===== src/rtl/sequence_player.sv =====
// Plays a stored Simon colour pattern on four LEDs, pacing each step with the
// external delay timer (variable_pulse = on-time, fast_pulse = gap).
//
// state  | meaning
// IDLE   | dark, timer held in reset, waiting for start
// LOAD   | pattern RAM address presented, colour captured next edge
// ON     | LED lit, waiting for variable_pulse
// GAP    | LEDs dark, waiting for fast_pulse
// FINISH | one-cycle done pulse, then back to IDLE
module sequence_player #(
   parameter int MAX_LEN = 32,
   parameter int AW      = 5
) (
   input  logic          clk,
   input  logic          reset_n,
   input  logic          start,
   input  logic          abort,
   input  logic [AW:0]   seq_len,
   input  logic [3:0]    level,
   output logic [AW-1:0] mem_addr,
   input  logic [1:0]    mem_data,
   output logic          delay_reset,
   output logic [3:0]    variable_pulse_index,
   input  logic          variable_pulse,
   input  logic          fast_pulse,
   output logic [3:0]    led,
   output logic          busy,
   output logic          done
);

   typedef enum logic [2:0] {
      S_IDLE,
      S_LOAD,
      S_ON,
      S_GAP,
      S_FINISH
   } state_t;

   localparam logic [AW:0] MAX_LEN_W = (AW+1)'(MAX_LEN);
   localparam logic [AW:0] ONE_W     = (AW+1)'(1);

   state_t        state_q, state_d;
   logic [AW:0]   idx_q, idx_d;
   logic [AW:0]   len_q, len_d;
   logic [3:0]    lvl_q, lvl_d;
   logic [3:0]    led_q, led_d;
   logic [AW-1:0] addr_q, addr_d;
   logic          busy_q, busy_d;
   logic          done_q, done_d;
   logic          dr_q, dr_d;
   logic [AW:0]   idx_next;
   logic          last_step;

   assign idx_next  = idx_q + ONE_W;
   assign last_step = (idx_q == (len_q - ONE_W));

   always_comb begin
      state_d = state_q;
      idx_d   = idx_q;
      len_d   = len_q;
      lvl_d   = lvl_q;
      led_d   = led_q;
      addr_d  = addr_q;
      busy_d  = busy_q;
      done_d  = 1'b0;
      dr_d    = dr_q;

      case (state_q)
         S_IDLE: begin
            led_d  = 4'b0000;
            dr_d   = 1'b1;
            busy_d = 1'b0;
            if (start && !abort) begin
               len_d   = (seq_len > MAX_LEN_W) ? MAX_LEN_W : seq_len;
               lvl_d   = level;
               idx_d   = '0;
               addr_d  = '0;
               busy_d  = 1'b1;
               state_d = S_LOAD;
            end
         end
         S_LOAD: begin
            dr_d = 1'b1;
            // a zero-length request still shows one busy cycle before done
            if (len_q == '0) begin
               busy_d  = 1'b0;
               done_d  = 1'b1;
               state_d = S_FINISH;
            end else begin
               led_d   = 4'b0001 << mem_data;
               state_d = S_ON;
            end
         end
         S_ON: begin
            if (dr_q) begin
               dr_d = 1'b0;
            end else if (variable_pulse) begin
               led_d   = 4'b0000;
               dr_d    = 1'b1;
               state_d = S_GAP;
            end
         end
         S_GAP: begin
            if (dr_q) begin
               dr_d = 1'b0;
            end else if (fast_pulse) begin
               dr_d = 1'b1;
               if (last_step) begin
                  busy_d  = 1'b0;
                  done_d  = 1'b1;
                  state_d = S_FINISH;
               end else begin
                  idx_d   = idx_next;
                  addr_d  = idx_next[AW-1:0];
                  state_d = S_LOAD;
               end
            end
         end
         S_FINISH: begin
            dr_d    = 1'b1;
            state_d = S_IDLE;
         end
         default: begin
            state_d = S_IDLE;
         end
      endcase

      if (abort && (state_q != S_IDLE)) begin
         state_d = S_IDLE;
         led_d   = 4'b0000;
         busy_d  = 1'b0;
         done_d  = 1'b0;
         dr_d    = 1'b1;
      end
   end

   always_ff @(posedge clk or negedge reset_n) begin
      if (!reset_n) begin
         state_q <= S_IDLE;
         idx_q   <= '0;
         len_q   <= '0;
         lvl_q   <= '0;
         led_q   <= '0;
         addr_q  <= '0;
         busy_q  <= 1'b0;
         done_q  <= 1'b0;
         dr_q    <= 1'b1;
      end else begin
         state_q <= state_d;
         idx_q   <= idx_d;
         len_q   <= len_d;
         lvl_q   <= lvl_d;
         led_q   <= led_d;
         addr_q  <= addr_d;
         busy_q  <= busy_d;
         done_q  <= done_d;
         dr_q    <= dr_d;
      end
   end

   assign mem_addr             = addr_q;
   assign delay_reset          = dr_q;
   assign variable_pulse_index = lvl_q;
   assign led                  = led_q;
   assign busy                 = busy_q;
   assign done                 = done_q;

endmodule


===== config.mk =====
export PLATFORM = sky130hd
export DESIGN_NAME = sequence_player
export DESIGN_NICKNAME = d
export VERILOG_FILES = /design/src/rtl/sequence_player.sv
export SDC_FILE = /design/constraint.sdc
export NUM_CORES = 1
export LEC_CHECK = 0
export ABC_AREA = 1
export CORE_ASPECT_RATIO = 0.8
export CORE_UTILIZATION = 30
export CTS_CLUSTER_DIAMETER = 40
export DETAILED_ROUTE_END_ITERATION = 8
export PLACE_DENSITY_LB_ADDON = 0.08
export SETUP_SLACK_MARGIN = 0.05
export SLEW_MARGIN = 20
export SYNTH_ARGS = -nofsm -noshare
export SYNTH_HDL_FRONTEND = slang
export SYNTH_SLANG_ARGS = --single-unit
export TNS_END_PERCENT = 1

===== constraint.sdc =====
create_clock -name clk -period 2.15 [get_ports clk]
set_input_delay 0.5375 -clock clk [delete_from_list [all_inputs] [get_ports clk]]
set_output_delay 0.5375 -clock clk [all_outputs]
set_load 0.1 [all_outputs]

==> insert_results.sql, run 1 <==
INSERT INTO impl_metrics (metric_group, metric, value, unit) VALUES
('clocking', 'htree_num_levels', '1', ''),
('worst_setup_path', 'worstPathRequired', '2.32', 'ns'),
('route', 'drt_iter0_markers', '56', ''),
('finish', 'drive_gt1_frac', '0.229', ''),
('timing', 'setup_tns', '0', 'ns'),
('finish', 'area_overhead_vs_synth', '30.8', '%'),
('synth', 'yosys.cell_count.top_type', 'sky130_fd_sc_hd__nand2_1', ''),
('finish', 'fillerInstances', '564', ''),
('placed_design', 'portBuffers', '33', ''),
('power', 'power-per-cell-area', '1380', 'nW/µm²'),
('placed_design', 'routabilityCongestion', '0.747', ''),
('route', 'drt.antenna.violating_nets', '0', ''),
('floorplan', 'fp.dieArea', '5930', 'µm²'),
('worst_setup_path', 'critPathKind', 'flop to flop', ''),
('timing', 'timing.final.crit_share', '0.848', ''),
('synth', 'yosys.cell_types.count', '34', ''),
('synth', 'flop_and_latch_count_out_of_synthesis', '26', ''),
('timing', 'tightestPinTransition', '0.487', 'ns'),
('route', 'dr.pass1.iters', '5', ''),
('worst_setup_path', 'critical_path.startpoint', 'len_q[0]$_DFFE_PN0P_', ''),
('worst_setup_path', 'worstSetupStartpointType', 'flop', ''),
('worst_setup_path', 'worst_r2r_startpoint', 'len_q[0]$_DFFE_PN0P_', ''),
('clocking', 'post_cts_buffers', '0', ''),
('clocking', 'numCtsBuffers', '3', ''),
('floorplan', 'initial_utilization', '0.311', ''),
('synth', 'synth-edff-count', '0', ''),
('hold_path', 'worstHoldStart', 'variable_pulse_index[0]$_DFFE_PN0P_', ''),
('finish', 'inserted_diodes', '0', ''),
('worst_setup_path', 'worst-endpoint-arrival', '1.99', 'ns'),
('synth', 'netlist.top_cell.by_area', 'sky130_fd_sc_hd__dfrtp_1', ''),
('placed_design', 'placed_cells_incl_taps', '327', ''),
('timing', 'post-route-min-period', '1.82', 'ns'),
('timing', 'timing.final.max_slew_violations', '0', ''),
('clocking', 'clock_insertion_delay_worst_skew', '0.27', 'ns'),
('grt', 'gr-usage-all-layers', '0.134', ''),
('floorplan', 'die_height', '69.1', 'µm'),
('synth', 'leading_register_cell_type_out_of_synthesis', 'sky130_fd_sc_hd__dfrtp_1', ''),
('clocking', 'cts.reportedPaths.clkPinSlew', '0.09', 'ns'),
('clocking', 'clk_path_buf_depth', '2', ''),
('floorplan', 'boundaryPins', '34', ''),
('job', 'max_cap_violation_count', '0', ''),
('timing', 'postLayoutSetupSlackWorst', '0.326', 'ns'),
('synth', 'synth.yosys.warnings', '0', ''),
('synth', 'synth_largest_type_area_fraction', '0.371', ''),
('hold_path', 'worstHoldPathType', 'flop to flop', ''),
('clocking', 'numClockSinks', '26', ''),
('floorplan', 'floorplan.die.width', '85.9', 'µm'),
('timing', 'clock_skew', '0.00113', 'ns'),
('grt', 'largest_net_degree_at_the_start_of_global_routing', '27', ''),
('synth', 'synth_async_sr_flop_share', '1.00', ''),
('route', 'vias_per_cell', '4.36', ''),
('timing', 'maxSlewHeadroom', '0.671', ''),
('grt', 'globalRouteOverflowTotal', '0', ''),
('route', 'routed-via-count', '1443', ''),
('status', 'status', 'completed', ''),
('worst_setup_path', 'crit_path_capture_type', 'flop', ''),
('power', 'power.ir.vdd_worst', '677', 'µV'),
('finish', 'finalNetCount', '274', ''),
('route', 'post_drt_wl_per_cell', '11.2', 'µm'),
('power', 'cellLeakagePower', '1.05', 'nW'),
('timing', 'max_freq', '0.548', 'GHz'),
('floorplan', 'fp.coreArea', '5440', 'µm²'),
('clocking', 'cts_root_buffer', 'sky130_fd_sc_hd__clkbuf_8', ''),
('timing', 'setup-violations-final', '0', ''),
('synth', 'postSynthNetCount', '239', ''),
('grt', 'antenna_violations_before_repair', '0', ''),
('timing', 'endpoints_failing_hold', '0', ''),
('synth', 'netlist_instances', '219', ''),
('worst_setup_path', 'critPathMaxFanout', '6', ''),
('synth', 'synth.cell_area', '1690', 'µm²'),
('clocking', 'cts_tree', 'yes', '');
==> cell families (layout without fill, tap and decap cells) <==
group	count (synthesis)	count (layout)	synth area share
AND/OR/NAND/NOR	124	124	0.379
AO/OA/AOI/OAI	24	24	0.0956
XOR/XNOR	4	4	0.0208
adder cells (fa/ha/maj)	2	2	0.0148
flip-flops	26	26	0.386
buffers and inverters	39	73	0.104
==> worst paths after layout <==
path / end / slack (ns) / depth (start not counted)
setup / recovery: idx_q[4]$_DFFE_PN0P_ / 0.33 / 13
hold / removal: variable_pulse_index[0]$_DFFE_PN0P_ / 0.49 / 2
setup reg to reg: idx_q[4]$_DFFE_PN0P_ / 0.33 / 13
hold reg to reg: variable_pulse_index[0]$_DFFE_PN0P_ / 0.49 / 2
max in group asynchronous: delay_reset$_DFFE_PN1P_ / 1.23 / 2
min in group asynchronous: done$_DFF_PN0_ / 0.62 / 2
==> state kept, by name, indices dropped and copies added, names as in the netlist <==
register	flops
variable_pulse_index	4
delay_reset	1
idx_q	6
done	1
state_q	3
len_q	6
busy	1
led	4
==> area by class of cell <==
class                      count  area [µm²]  area share
clock buffer                   3        41.3      0.0187
clock inverter                 1        30.0      0.0136
timing repair buffer          37         395       0.179
tap                           78        97.6      0.0442
sequential                    26         652       0.295
multi-input combinational    154         863       0.391
inverter                      32         128      0.0578
==> report_power, final <==
| group | switching (W) | internal (W) |
|---|---|---|
| clock | 0.000159 | 0.000249 |
| sequential | 0.000131 | 0.000646 |
| combinational | 0.00132 | 0.000543 |
| total | 0.00161 | 0.00144 |
==> timing repair <==
| action | in CTS | in global routing |
|---|---|---|
| hold buffers | 0 | 0 |
| endpoints found under the setup margin | 0 | 4 |
| gates resized for setup | 0 | 1 |
==> per-stage QoR <==
| stage | total power, W | area (µm²) | hold slack [ns] | utilization |
|---|---|---|---|---|
| after detailed placement | 0.00266 | 2130 | 0.464 | 0.392 |
| after CTS | 0.00308 | 2200 | 0.490 | 0.406 |
| after floorplan | 0.00224 | 1690 | 0.242 | - |
| final | 0.00305 | 2210 | 0.488 | 0.406 |
| after global placement | 0.00267 | 2130 | 0.474 | 0.392 |
| after global routing | 0.00328 | 2210 | 0.518 | 0.406 |
==> cells in the final DEF, fill, tap and decap left out, drive strengths merged, types with 2 or more instances in the layout <==
master         count
ha                 2
o21ai             10
a31oi              2
buf               20
o31ai              2
clkdlybuf4s50     17
or2                3
xor2               3
nand3             27
inv               32
a21oi              5
nor2              20
nor3               2
o21a               3
dfrtp             25
nand2             66
nand4              6
clkbuf             3
==> layer usage <==
metal	up-vias	GRT usage	wire length, µm
li1	764	-	-
met1	642	0.205	2010
met2	35	0.190	1490
met3	2	0.0335	169
met4	0	0.0278	25
met5	-	0	0
==> critical path, cell delays in order (launching register included) <==
cell and delay, ns:
sky130_fd_sc_hd__dfrtp_1 0.41, sky130_fd_sc_hd__inv_1 0.12, sky130_fd_sc_hd__ha_2 0.24, sky130_fd_sc_hd__inv_1 0.05, sky130_fd_sc_hd__nand2_1 0.07, sky130_fd_sc_hd__nand3_1 0.07
sky130_fd_sc_hd__nand2_1 0.09, sky130_fd_sc_hd__nand2_1 0.06, sky130_fd_sc_hd__nor2_2 0.12, sky130_fd_sc_hd__nand2_1 0.09, sky130_fd_sc_hd__nand3_1 0.07, sky130_fd_sc_hd__nand2_1 0.16
sky130_fd_sc_hd__nand3_1 0.13, sky130_fd_sc_hd__nand2_1 0.05
Power figures use the tool's default switching activity.
==> run 2: changes to the inputs <==
Clock period 2.15 ns to 1.8 ns, I/O delays scaled along.
==> run 2 against run 1 <==
Global-route usage up 0.47 points. Largest cell class unchanged. Maximum frequency rose by 11%. Critical path type unchanged. Critical endpoint is now idx_q[3]$_DFFE_PN0P_. Via count up 2.6%. Utilization up 5.9 points. Clock power increased by 21%. Setup slack worse by 0.17 ns. Worst hold slack improved by 0.051 ns. Non-clock buffer count increased by 14. Register-to-register slack got worse by 0.17 ns. Critical path depth down 3.
==> insert_results.sql, run 2 (synthesis gave the netlist of run 1 again) <==
INSERT INTO impl_metrics (metric_group, metric, value, unit) VALUES
('status', 'status', 'completed', ''),
('clocking', 'cts_tree', 'yes', ''),
('route', 'drc_markers', '0', ''),
('floorplan', 'fp.coreArea', '5440', 'µm²'),
('grt', 'gr-usage-all-layers', '0.139', ''),
('route', 'routed-via-count', '1481', ''),
('finish', 'inserted_diodes', '0', ''),
('placed_design', 'routabilityCongestion', '0.807', ''),
('floorplan', 'boundaryPins', '34', ''),
('power', 'cellLeakagePower', '1.16', 'nW'),
('finish', 'layout_common_cells', 'sky130_fd_sc_hd__nand2_1 (53), sky130_fd_sc_hd__dfrtp_1 (25), sky130_fd_sc_hd__inv_1 (21)', ''),
('worst_setup_path', 'worstSetupStartpointType', 'flop', ''),
('clocking', 'htree_num_levels', '1', ''),
('route', 'post_drt_wl_per_cell', '11.2', 'µm'),
('grt', 'globalRouteOverflowTotal', '0', ''),
('finish', 'registers_with_the_most_flip_flops', 'idx_q (6), len_q (6)', ''),
('finish', 'finalNetCount', '288', ''),
('worst_setup_path', 'worst-endpoint-arrival', '1.86', 'ns'),
('worst_setup_path', 'worstPathRequired', '2.02', 'ns'),
('clocking', 'numCtsBuffers', '3', ''),
('timing', 'setup-violations-final', '0', ''),
('placed_design', 'placement.setup.worst_slack', '-0.0297', 'ns'),
('route', 'dr.pass1.iters', '4', ''),
('finish', 'area_overhead_vs_synth', '49.7', '%'),
('timing', 'timing.final.max_slew_violations', '0', ''),
('worst_setup_path', 'worst_path_largest_cell_delay', '0.40', 'ns'),
('worst_setup_path', 'critical_path_buf_inv_count', '2', ''),
('grt', 'antenna_violations_before_repair', '0', ''),
('route', 'drt.antenna.violating_nets', '0', ''),
('placed_design', 'dp.final_hpwl', '2.99', 'mm'),
('worst_setup_path', 'crit_path_top_delay_cell', 'sky130_fd_sc_hd__dfrtp_1', ''),
('timing', 'endpoints_failing_hold', '0', ''),
('timing', 'max_freq', '0.610', 'GHz'),
('clocking', 'cts.reportedPaths.clkPinSlew', '0.10', 'ns'),
('floorplan', 'initial_utilization', '0.311', ''),
('worst_setup_path', 'crit_chain', 'buf_4 > buf_4 > or2_2 > nand4_1 > nor2_4 > nand2_2 > nand3_2 > nand2_4 > nand3_2 > nand2_1', ''),
('placed_design', 'portBuffers', '33', ''),
('worst_setup_path', 'critPathKind', 'flop to flop', ''),
('timing', 'post-route-min-period', '1.64', 'ns'),
('power', 'power.total', '0.00417', 'W'),
('worst_setup_path', 'critPathMaxFanout', '6', ''),
('power', 'power-per-cell-area', '1650', 'nW/µm²'),
('finish', 'drive_gt1_frac', '0.345', ''),
('route', 'vias_per_cell', '4.29', ''),
('clocking', 'clock_insertion_delay_worst_skew', '0.27', 'ns'),
('timing', 'postLayoutSetupSlackWorst', '0.160', 'ns'),
('timing', 'maxSlewHeadroom', '0.754', ''),
('clocking', 'numClockSinks', '26', ''),
('grt', 'largest_net_degree_at_the_start_of_global_routing', '27', ''),
('hold_path', 'worstHoldPathType', 'flop to flop', ''),
('worst_setup_path', 'crit_path_capture_type', 'flop', ''),
('clocking', 'cts_root_buffer', 'sky130_fd_sc_hd__clkbuf_8', ''),
('floorplan', 'rows', '24', ''),
('floorplan', 'die_height', '69.1', 'µm'),
('finish', 'most_common_cell_after_layout_fill_and_taps_aside', 'sky130_fd_sc_hd__nand2_1', ''),
('timing', 'tightestPinTransition', '0.368', 'ns'),
('timing', 'rsz0062_at_grt', 'yes', ''),
('grt', 'grt_first_pass_wirelength', '6.56', 'mm'),
('worst_setup_path', 'critical-path-top-delay-family', 'simple AND/OR/NAND/NOR gates', ''),
('job', 'max_cap_violation_count', '0', ''),
('route', 'finalWirelength', '3.87', 'mm'),
('floorplan', 'fp.dieArea', '5930', 'µm²'),
('clocking', 'clk_path_buf_depth', '2', ''),
('power', 'power.ir.vdd_worst', '861', 'µV'),
('timing', 'timing.final.crit_share', '0.911', ''),
('route', 'drt_iter0_markers', '53', ''),
('clocking', 'post_cts_hold_buffer_count', '0', ''),
('grt', 'first_global_vias', '1355', ''),
('floorplan', 'floorplan.die.width', '85.9', 'µm'),
('timing', 'fin_worst_hold_slack', '0.539', 'ns'),
('timing', 'clock_skew', '0.00355', 'ns');
run 2: cell count changes in the layout (fill, tap and decap cells not counted), moves of 3 or more:
cell / previous run / this run
sky130_fd_sc_hd__inv_1: 24 / 21
sky130_fd_sc_hd__buf_12: 6 / 16
sky130_fd_sc_hd__inv_2: 5 / 8
sky130_fd_sc_hd__nand3_1: 26 / 19
sky130_fd_sc_hd__nand3_2: 1 / 7
sky130_fd_sc_hd__nand2_1: 62 / 53
sky130_fd_sc_hd__nand2_2: 2 / 10
sky130_fd_sc_hd__buf_4: 14 / 18
run 2: power breakdown:
part	switching, W	leakage (nW)	internal, W
sequential	0.000223	0.340	0.000772
combinational	0.00167	0.780	0.00101
clock	0.000195	0.0357	0.000298
run 2: layout make-up:
cell class / instances / area, µm²
fillers: 548 / 2910
multi-input cells: 154 / 953
flip-flops and latches: 26 / 652
repair buffers: 51 / 626
inverters: 32 / 128
well taps: 78 / 97.6
clock buffers: 3 / 41.3
clock inverters: 1 / 30.0
run 2: stage by stage:
step	setup TNS (ns)	instance area [µm²]	util	cells
5_1_grt	0	2530	0.465	345
2_1_floorplan	0	1690	-	219
3_5_place_dp	-0.136	2340	0.431	338
4_1_cts	0	2420	0.445	342
6_report	0	2530	0.465	345
3_3_place_gp	-0.0212	2340	0.431	338
run 2: final timing paths:
| kind | startpoint | end | slack (ns) | depth (start not counted) |
|---|---|---|---|---|
| max in group asynchronous | reset_n | delay_reset$_DFFE_PN1P_ | 0.96 | 2 |
| worst min-delay path | variable_pulse_index[1]$_DFFE_PN0P_ | variable_pulse_index[1]$_DFFE_PN0P_ | 0.54 | 2 |
| worst min register to register | variable_pulse_index[1]$_DFFE_PN0P_ | variable_pulse_index[1]$_DFFE_PN0P_ | 0.54 | 2 |
| min in group asynchronous | reset_n | state_q[1]$_DFFE_PN0P_ | 0.55 | 2 |
| worst max-delay path | len_q[0]$_DFFE_PN0P_ | idx_q[3]$_DFFE_PN0P_ | 0.16 | 10 |
| worst max register to register | len_q[0]$_DFFE_PN0P_ | idx_q[3]$_DFFE_PN0P_ | 0.16 | 10 |
run 2: metal layers:
layer	global-route usage	vias to the layer above	share of wire	wire length, µm
li1	-	799	-	-
met1	0.215	651	0.55	2130
met2	0.195	31	0.41	1580
met3	0.0359	0	0.042	162
met4	0.0222	0	0	0
met5	0	-	0	0
run 2: worst register-to-register path: cells and delay by family (launching register included):
| kind | cells | cell delay [ns] |
|---|---|---|
| simple gates | 8 | 0.93 |
| flops | 1 | 0.40 |
| buf+inv | 2 | 0.25 |
run 2: timing repair:
action | CTS | global route
setup buffers | 0 | 3
resized for setup | 2 | 24
pin swaps | 0 | 12
setup endpoints to repair | 6 | 8
==> run 3: changes to the inputs <==
Settings changed: REMOVE_ABC_BUFFERS set to 1.
==> run 3 against run 2 <==
Wire length fell by 2.6%. Clock skew fell by 0.0015 ns. Sequential share of layout area fell by 0.13 points. Critical endpoint unchanged. Total power fell by 0.72%. Non-clock buffer count rose by 3. Combinational power barely moved. Utilization rose by 0.23 points. Sequential power fell by 2.1%.
==> insert_results.sql, run 3 (synthesis gave the netlist of run 1 again) <==
INSERT INTO impl_metrics (metric_group, metric, value, unit) VALUES
('floorplan', 'fp.coreArea', '5440', 'µm²'),
('worst_setup_path', 'critPathKind', 'flop to flop', ''),
('finish', 'drive_gt1_frac', '0.322', ''),
('worst_setup_path', 'worst_path_largest_cell_delay', '0.40', 'ns'),
('worst_setup_path', 'critical-path-top-delay-family', 'simple AND/OR/NAND/NOR gates', ''),
('floorplan', 'rows', '24', ''),
('placed_design', 'routabilityCongestion', '0.834', ''),
('finish', 'fillerInstances', '525', ''),
('timing', 'max_freq', '0.606', 'GHz'),
('finish', 'design_area', '2540', 'µm²'),
('finish', 'most_common_cell_after_layout_fill_and_taps_aside', 'sky130_fd_sc_hd__nand2_1', ''),
('power', 'power-per-cell-area', '1630', 'nW/µm²'),
('finish', 'ff_latch_area', '652', 'µm²'),
('clocking', 'numClockSinks', '26', ''),
('route', 'routed-via-count', '1513', ''),
('finish', 'registers_with_the_most_flip_flops', 'idx_q (6), len_q (6)', ''),
('route', 'finalWirelength', '3.77', 'mm'),
('placed_design', 'placement.setup.worst_slack', '-0.0325', 'ns'),
('clocking', 'clock_insertion_delay_worst_skew', '0.27', 'ns'),
('hold_path', 'worstHoldPathType', 'input port to async pin', ''),
('floorplan', 'initial_utilization', '0.311', ''),
('grt', 'globalRouteOverflowTotal', '0', ''),
('worst_setup_path', 'crit_path_capture_type', 'flop', ''),
('worst_setup_path', 'worst-endpoint-arrival', '1.82', 'ns'),
('clocking', 'numCtsBuffers', '3', ''),
('route', 'dr.pass1.iters', '4', ''),
('grt', 'grt_first_pass_wirelength', '6.49', 'mm'),
('job', 'max_cap_violation_count', '0', ''),
('route', 'drt.antenna.violating_nets', '0', ''),
('worst_setup_path', 'critPathMaxFanout', '6', ''),
('clocking', 'cts_tree', 'yes', ''),
('clocking', 'htree_num_levels', '1', ''),
('timing', 'tightestPinTransition', '0.448', 'ns'),
('grt', 'first_global_vias', '1370', ''),
('worst_setup_path', 'crit_chain', 'buf_4 > buf_4 > or2_2 > nand4_1 > nor2_2 > buf_4 > nand3_4 > nand4_4 > nand2_1 > nand2_1', ''),
('finish', 'area_overhead_vs_synth', '50.5', '%'),
('route', 'drt_iter0_markers', '59', ''),
('timing', 'timing.final.crit_share', '0.917', ''),
('clocking', 'cts.reportedPaths.clkPinSlew', '0.09', 'ns'),
('timing', 'fin_worst_hold_slack', '0.485', 'ns'),
('timing', 'endpoints_failing_hold', '0', ''),
('timing', 'postLayoutSetupSlackWorst', '0.150', 'ns'),
('timing', 'clock_skew', '0.00205', 'ns'),
('route', 'vias_per_cell', '4.35', ''),
('timing', 'setup_tns', '0', 'ns'),
('worst_setup_path', 'worstSetupStartpointType', 'flop', ''),
('placed_design', 'dp.final_hpwl', '2.96', 'mm'),
('finish', 'finish.utilization', '0.467', ''),
('route', 'drc_markers', '0', ''),
('grt', 'gr-usage-all-layers', '0.140', ''),
('finish', 'inserted_diodes', '0', ''),
('timing', 'setup-violations-final', '0', ''),
('timing', 'post-route-min-period', '1.65', 'ns'),
('floorplan', 'floorplan.die.width', '85.9', 'µm'),
('placed_design', 'placed_cell_area', '2380', 'µm²'),
('worst_setup_path', 'worstPathRequired', '1.97', 'ns'),
('finish', 'multi_input_comb_area', '931', 'µm²'),
('route', 'post_drt_wl_per_cell', '10.8', 'µm'),
('timing', 'timing.final.max_slew_violations', '0', ''),
('worst_setup_path', 'crit_path_top_delay_cell', 'sky130_fd_sc_hd__dfrtp_1', ''),
('placed_design', 'portBuffers', '33', ''),
('worst_setup_path', 'critPathMostFrequentCell', 'sky130_fd_sc_hd__buf_4', ''),
('timing', 'rsz0062_at_grt', 'yes', ''),
('finish', 'finalNetCount', '291', ''),
('grt', 'largest_net_degree_at_the_start_of_global_routing', '20', ''),
('finish', 'layout_common_cells', 'sky130_fd_sc_hd__nand2_1 (59), sky130_fd_sc_hd__dfrtp_1 (25), sky130_fd_sc_hd__inv_1 (21)', ''),
('timing', 'maxSlewHeadroom', '0.700', ''),
('floorplan', 'fp.dieArea', '5930', 'µm²'),
('clocking', 'clk_path_buf_depth', '2', ''),
('floorplan', 'die_height', '69.1', 'µm'),
('clocking', 'cts_root_buffer', 'sky130_fd_sc_hd__clkbuf_8', ''),
('status', 'status', 'completed', ''),
('worst_setup_path', 'critical_path_buf_inv_count', '3', ''),
('power', 'power.ir.vdd_worst', '1170', 'µV'),
('grt', 'antenna_violations_before_repair', '0', ''),
('power', 'cellLeakagePower', '1.17', 'nW'),
('floorplan', 'boundaryPins', '34', '');
-- run 3: changes by cell type in the layout (fill, tap and decap cells not counted), sizes merged --
cell,delta
buf,+3
-- run 3: worst reg2reg max path, stage by stage (launching register included) --
cell	delay [ns]
sky130_fd_sc_hd__dfrtp_1	0.40
sky130_fd_sc_hd__buf_4	0.13
sky130_fd_sc_hd__buf_4	0.12
sky130_fd_sc_hd__or2_2	0.28
sky130_fd_sc_hd__nand4_1	0.08
sky130_fd_sc_hd__nor2_2	0.05
sky130_fd_sc_hd__buf_4	0.13
sky130_fd_sc_hd__nand3_4	0.08
sky130_fd_sc_hd__nand4_4	0.12
sky130_fd_sc_hd__nand2_1	0.11
sky130_fd_sc_hd__nand2_1	0.05
-- run 3: layout make-up --
class	instances	area share
clock buffer	3	0.0163
clock inverter	1	0.0118
inverter	32	0.0502
multi-input combinational	154	0.367
sequential	26	0.257
tap	78	0.0384
timing repair buffer	54	0.260
-- run 3: metrics by stage --
step / std cells / total power, W
after global routing: 348 / 0.00443
after global placement: 341 / 0.00352
after floorplan: 212 / 0.00266
after detailed placement: 341 / 0.00351
after CTS: 345 / 0.00402
final: 348 / 0.00414
-- run 3: report_power, final --
group	internal (W)	switching (W)	total (W)
clock network	0.000298	0.000187	0.000484
logic	0.00101	0.00167	0.00268
registers	0.000772	0.000201	0.000974
total	0.00208	0.00205	0.00414
-- run 3: worst paths after layout --
path | cells past startpoint | slack, ns | end | from
worst max register to register | 10 | 0.15 | idx_q[3]$_DFFE_PN0P_ | len_q[0]$_DFFE_PN0P_
worst min register to register | 2 | 0.54 | variable_pulse_index[3]$_DFFE_PN0P_ | variable_pulse_index[3]$_DFFE_PN0P_
worst min-delay path | 1 | 0.49 | idx_q[4]$_DFFE_PN0P_ | reset_n
worst max-delay path | 10 | 0.15 | idx_q[3]$_DFFE_PN0P_ | len_q[0]$_DFFE_PN0P_
min in group clk | 2 | 0.54 | variable_pulse_index[3]$_DFFE_PN0P_ | variable_pulse_index[3]$_DFFE_PN0P_
max in group asynchronous | 2 | 0.86 | led[2]$_DFFE_PN0P_ | reset_n
-- run 3: timing repair --
| item | in CTS | in global routing |
|---|---|---|
| setup endpoints to repair | 3 | 14 |
| hold buffers | 0 | 0 |
| pin swaps | 0 | 6 |
| gates resized for setup | 1 | 17 |
| setup buffers | 0 | 3 |
-- run 3: metal layers --
metal  share of wire  GRT usage  vias to the layer above
li1                -          -                      801
met1            0.54      0.221                      662
met2            0.40      0.183                       46
met3           0.055     0.0359                        4
met4          0.0098     0.0389                        0
met5               0          0                        -
